`config.mk`:
```
export PLATFORM = sky130hd
export DESIGN_NAME = clk_switch_ctrl
export DESIGN_NICKNAME = d
export VERILOG_FILES = /design/src/rtl/clk_switch_pkg.sv /design/src/rtl/clk_activity_det.sv /design/src/rtl/clk_switch_ctrl.sv
export SDC_FILE = /design/constraint.sdc
export NUM_CORES = 1
export LEC_CHECK = 0
export BUFFER_PORTS_ARGS = -buffer_cell sky130_fd_sc_hd__buf_2
export CORE_ASPECT_RATIO = 1.4
export CORE_MARGIN = 4
export CORE_UTILIZATION = 40
export DETAILED_ROUTE_END_ITERATION = 10
export GPL_ROUTABILITY_DRIVEN = 0
export GPL_TIMING_DRIVEN = 0
export MAX_ROUTING_LAYER = met4
export PLACE_DENSITY = 0.56
export SLEW_MARGIN = 30
export SYNTH_ARGS = -nofsm -noshare
export SYNTH_HDL_FRONTEND = slang
export SYNTH_SLANG_ARGS = --single-unit
export TNS_END_PERCENT = 30
```
`constraint.sdc`:
```
create_clock -name clk_A -period 1.7 [get_ports clk_A]
set_clock_uncertainty 0.1 [all_clocks]
set_input_delay 0.17 -clock clk_A [delete_from_list [all_inputs] [get_ports clk_A]]
set_output_delay 0.17 -clock clk_A [all_outputs]
set_load 0.05 [all_outputs]
```
`src/rtl/clk_switch_pkg.sv`:
```
// Shared types and defaults for the clk_A/clk_B switch controller.
// The sel encodings match the downstream glitch-free switch.
package clk_switch_pkg;

    typedef enum logic [1:0] {
        StIdle   = 2'd0,
        StChkB   = 2'd1,
        StSettle = 2'd2
    } state_e;

    localparam int unsigned CHK_WIN_DEF    = 32;
    localparam int unsigned MIN_EDGES_DEF  = 4;
    localparam int unsigned SETTLE_CYC_DEF = 8;

    localparam logic SEL_CLK_A = 1'b0;
    localparam logic SEL_CLK_B = 1'b1;

    // One spare bit so a counter can hold its terminal value without wrapping.
    function automatic int unsigned cnt_width(input int unsigned max_val);
        return $clog2(max_val) + 1;
    endfunction

endpackage

```
`src/rtl/clk_activity_det.sv`:
```
// Detects activity on an asynchronous divided clock: 2-flop synchronizer, an
// edge-detect flop and a saturating edge counter.
module clk_activity_det
    import clk_switch_pkg::*;
#(
    parameter int unsigned MIN_EDGES = MIN_EDGES_DEF
) (
    input  logic clk_i,
    input  logic rstn_i,
    input  logic clr_i,
    input  logic async_i,
    output logic edge_o,
    output logic alive_o,
    output logic near_o
);

    localparam int unsigned CntW = cnt_width(MIN_EDGES);
    localparam logic [CntW-1:0] CntMax  = CntW'(MIN_EDGES);
    localparam logic [CntW-1:0] CntNear = CntW'(MIN_EDGES - 1);

    logic            s1_q, s2_q, s3_q;
    logic [CntW-1:0] cnt_q, cnt_d;

    always_ff @(posedge clk_i or negedge rstn_i) begin
        if (!rstn_i) begin
            s1_q  <= 1'b0;
            s2_q  <= 1'b0;
            s3_q  <= 1'b0;
            cnt_q <= '0;
        end else begin
            s1_q  <= async_i;
            s2_q  <= s1_q;
            s3_q  <= s2_q;
            cnt_q <= cnt_d;
        end
    end

    assign edge_o = s2_q ^ s3_q;

    always_comb begin
        cnt_d = cnt_q;
        if (clr_i) begin
            cnt_d = '0;
        end else if (edge_o && (cnt_q != CntMax)) begin
            cnt_d = cnt_q + 1'b1;
        end
    end

    assign alive_o = (cnt_q == CntMax);
    // One more edge completes the count; lets the FSM act in the same cycle.
    assign near_o  = (cnt_q == CntNear);

endmodule

```
`src/rtl/clk_switch_ctrl.sv`:
```
// clk_A-domain owner of the clock switch's sel input: verifies clk_B is toggling
// before selecting it, then waits for the switch's sync chains before reporting.
module clk_switch_ctrl
    import clk_switch_pkg::*;
#(
    parameter int unsigned CHK_WIN    = CHK_WIN_DEF,
    parameter int unsigned MIN_EDGES  = MIN_EDGES_DEF,
    parameter int unsigned SETTLE_CYC = SETTLE_CYC_DEF
) (
    input  logic clk_A,
    input  logic rstn_A,
    input  logic req_valid,
    input  logic req_sel,
    output logic req_ready,
    input  logic clk_b_div,
    output logic sel,
    output logic busy,
    output logic done,
    output logic err
);

    localparam int unsigned WinW = cnt_width(CHK_WIN);
    localparam int unsigned SetW = cnt_width(SETTLE_CYC);
    localparam logic [WinW-1:0] WinLast = WinW'(CHK_WIN - 1);
    localparam logic [SetW-1:0] SetLast = SetW'(SETTLE_CYC - 1);

    state_e          state_q, state_d;
    logic            sel_q, sel_d;
    logic            done_q, done_d;
    logic            err_q, err_d;
    logic [WinW-1:0] win_q, win_d;
    logic [SetW-1:0] set_q, set_d;

    logic det_clr, b_edge, b_alive, b_near, b_ok;

    // Edge counting only runs while checking; everywhere else it is held cleared.
    assign det_clr = (state_q != StChkB);

    clk_activity_det #(
        .MIN_EDGES(MIN_EDGES)
    ) u_act_det (
        .clk_i   (clk_A),
        .rstn_i  (rstn_A),
        .clr_i   (det_clr),
        .async_i (clk_b_div),
        .edge_o  (b_edge),
        .alive_o (b_alive),
        .near_o  (b_near)
    );

    assign b_ok = b_alive || (b_near && b_edge);

    always_ff @(posedge clk_A or negedge rstn_A) begin
        if (!rstn_A) begin
            state_q <= StIdle;
            sel_q   <= SEL_CLK_A;
            done_q  <= 1'b0;
            err_q   <= 1'b0;
            win_q   <= '0;
            set_q   <= '0;
        end else begin
            state_q <= state_d;
            sel_q   <= sel_d;
            done_q  <= done_d;
            err_q   <= err_d;
            win_q   <= win_d;
            set_q   <= set_d;
        end
    end

    always_comb begin
        state_d = state_q;
        sel_d   = sel_q;
        done_d  = 1'b0;
        err_d   = 1'b0;
        win_d   = win_q;
        set_d   = set_q;
        unique case (state_q)
            StIdle: begin
                if (req_valid) begin
                    if (req_sel == sel_q) begin
                        done_d = 1'b1;
                    end else if (req_sel == SEL_CLK_B) begin
                        win_d   = '0;
                        state_d = StChkB;
                    end else begin
                        // clk_A is always running, so falling back needs no check.
                        sel_d   = SEL_CLK_A;
                        set_d   = '0;
                        state_d = StSettle;
                    end
                end
            end
            StChkB: begin
                win_d = win_q + 1'b1;
                if (b_ok) begin
                    sel_d   = SEL_CLK_B;
                    set_d   = '0;
                    state_d = StSettle;
                end else if (win_q == WinLast) begin
                    err_d   = 1'b1;
                    state_d = StIdle;
                end
            end
            StSettle: begin
                set_d = set_q + 1'b1;
                if (set_q == SetLast) begin
                    done_d  = 1'b1;
                    state_d = StIdle;
                end
            end
            default: state_d = StIdle;
        endcase
    end

    assign sel       = sel_q;
    assign done      = done_q;
    assign err       = err_q;
    assign busy      = (state_q != StIdle);
    assign req_ready = (state_q == StIdle);

    done_err_excl_a: assert property (@(posedge clk_A) disable iff (!rstn_A)
        !(done_q && err_q));

    // sel may only move on the edge that enters SETTLE.
    sel_move_a: assert property (@(posedge clk_A) disable iff (!rstn_A)
        (sel_q != $past(sel_q)) |-> (state_q == StSettle));

endmodule

```
==> out/results.ini <==
[place]
portBuffers = 9
place_worst_setup_slack_ns = 0.0699
hpwlAfterDp_mm = 1.38

[logic_synthesis]
ys_seq_area_share_pct = 49.6
synth_top_family_by_area = simple AND/OR/NAND/NOR gates
synthMuxAreaShare_pct = 1.89
postSynthCellCount = 101
synth_fp_nets = 111
synth-simple-area-share_pct = 20.2
postSynthAreaPerCell_um2 = 10.5
synth_warnings = 0
synth-seq-cells = 21
synth_cell_types = 30
syn_area_um2 = 1060
synthXorXnorAreaFrac_pct = 5.79
synth-compound-area-share_pct = 12.9
synth_fa_ha_area_share_pct = 5.90

[critical_path]
critPathBufInv = 1
crit_start = u_act_det.cnt_q[0]
r2r-end = set_q[3]
reg2reg_depth = 6
startpoint_type = flop
crit_top_cell = ha_1
worst-setup-path-type = reg -> reg
worstPathCellList = ha_1, ha_1, inv_1, o311a_1, o21ai_0, o31ai_1
r2r-start = u_act_det.cnt_q[0]
worstPathRequired_ns = 1.79
crit_fanout = 3
crit_path_end = set_q[3]
slowest_delay_ns = 0.41
crit_arrival_ns = 1.74
rrSetupSlack_ns = 0.05
cp_num_cells = 6
crit_family = compound AO/OA/AOI/OAI gates
crit_slowest_cell = dfrtp_1
cp-end-kind = flop

[global_route]
grtUsageTotal_pct = 13.4
grt_max_degree = 22
grt_overflow = 0
grt_pass1_wl_mm = 3.46
grt_pass1_vias = 806
grt_antenna_before_repair = 0

[sta]
setup_tns_ns = 0
hold_viol = 0
setup_viol = 0
min_period_ns = 1.65
rsz0062_at_grt = false
tightest_slew_ns = 0.468
slew_violations = 0
maxSlewHeadroom_pct = 68.8
min_period_over_period_pct = 97.2
max_freq_mhz = 605
fin_ws_ns = 0.0477

[drt]
post_drt_wl_per_cell_um = 12.4
drc = 0
dr.pass1.iters = 4
totalWireLength_mm = 1.86
drt_iter0_markers = 16
ant_nets = 0
via_count = 759
vias_per_cell = 5.06

[power]
p_per_area_nw_per_um2 = 1540
p_total_mw = 1.85
power_leakage_nw = 0.523
ir_worst_vdd_uv = 676

[hold_path]
worstHoldPathType = in -> reg
min_path_cells = 3

[cts]
cts_inserted_buffers = 3
root_buffer = clkbuf_4
cts_buffer_depth = 2
cts.sinks = 21
clk_latency_ns = 0.30
cts_setup_buffers = 0
htreeDepth = 1
clk_pin_slew_ns = 0.12
cts_tree = done

[floorplanning]
die_x_um = 51.5
initial_core_util_pct = 42.9
die_area_um2 = 3550
die_h_um = 68.9
ios = 10
rows = 21
core_area_um2 = 2470

[status]
status = finished, final reports clean

[cells_and_area]
num-nets-final = 127
drive_gt1_share_pct = 17.2
layout_common_cells = 21 x dfrtp_1, 10 x buf_2, 8 x inv_1, 8 x nor2_1
area_growth_pct = 13.1
layout_commonest_cell = dfrtp_1
postLayoutCoreUtil_pct = 48.5
antennaDiodeCount = 0

[job]
max_cap_violations = 0

## timing repair
| action | in CTS | in global routing |
|---|---|---|
| hold endpoints to repair | 22 | 0 |
| setup endpoints to repair | 0 | 4 |
| hold buffers | 2 | 0 |
| gates resized for setup | 0 | 2 |
## worst reg2reg max path, stage by stage (launching register included)
cell	delay, ns
dfrtp_1	0.41
ha_1	0.16
ha_1	0.14
inv_1	0.05
o311a_1	0.37
o21ai_0	0.21
o31ai_1	0.11
## where the power goes
group / total, mW / internal [mW] / switching (mW) / leakage (nW)
combinational: 0.801 / 0.311 / 0.490 / 0.234
sequential: 0.806 / 0.646 / 0.159 / 0.274
clock: 0.241 / 0.0914 / 0.150 / 0.0150
total: 1.85 / 1.05 / 0.799 / 0.523
## sequential cells by signal (all words and copies together) (netlist names)
register / flops
win_q: 6
set_q: 4
u_act_det.cnt_q: 3
state_q: 2
done: 1
err: 1
sel: 1
u_act_det.s1_q: 1
u_act_det.s2_q: 1
u_act_det.s3_q: 1
## cell type report
type                       instances  area (um^2)
fill                             243         1270
sequential                        21          526
multi-input combinational         70          497
timing repair buffer              11         67.6
tap                               34         42.5
inverter                           8         30.0
clock buffer                       4         26.3
buffer                             2         10.0
## routing by layer
layer | routed length (um) | share of wire [%] | vias up | GRT usage, %
met2 | 856 | 46 | 14 | 21.5
met4 | 36 | 1.9 | 0 | 6.89
li1 | - | - | 380 | -
met1 | 888 | 48 | 361 | 15.8
met5 | 0 | 0 | - | -
met3 | 77 | 4.1 | 4 | 2.80
## kinds of logic (layout without fill, tap and decap cells)
group                    count (synthesis)  in the layout
AND/OR/NAND/NOR                         35             35
AO/OA/AOI/OAI                           21             21
flip-flops                              21             21
buffers and inverters                   10             25
XOR/XNOR                                 7              7
adder cells (fa/ha/maj)                  5              5
multiplexers                             2              2
## Yosys cell counts (all sizes together)
master	count	area, um^2
nor2	9	33.8
a211oi	2	20.0
nor3b	1	7.51
nand2b	3	21.3
dfrtp	21	526
and4b	1	10.0
nand4bb	1	27.5
inv	8	30.0
o311a	1	10.0
o21ai	5	25.0
a21boi	1	7.51
nand2	5	18.8
nand3b	4	30.0
nand3	6	30.0
nor2b	1	6.26
a21oi	8	43.8
mux2i	2	20.0
nor3	1	5.00
nand4b	1	8.76
xnor2	7	61.3
nor4b	1	8.76
or2	1	6.26
a31oi	1	6.26
buf	2	10.0
o31ai	2	15.0
a22o	1	8.76
ha	5	62.6
## stage by stage
step | cells | area [um^2] | hold WS [ns]
5_1_grt | 150 | 1200 | 0.0807
6_report | 150 | 1200 | 0.0791
3_3_place_gp | 144 | 1150 | 0.0585
3_5_place_dp | 144 | 1150 | 0.0570
2_1_floorplan | 101 | 1060 | -0.226
4_1_cts | 150 | 1200 | 0.0751
## worst min path at each step
stage / slack [ns] / startpoint / to
2_1_floorplan: -0.23 / rstn_A / done
3_3_place_gp: 0.06 / rstn_A / set_q[2]
3_5_place_dp: 0.06 / rstn_A / set_q[2]
4_1_cts: 0.08 / req_valid / done
5_1_grt: 0.08 / req_valid / done
6_report: 0.08 / req_valid / done
Power figures use the tool's default switching activity.
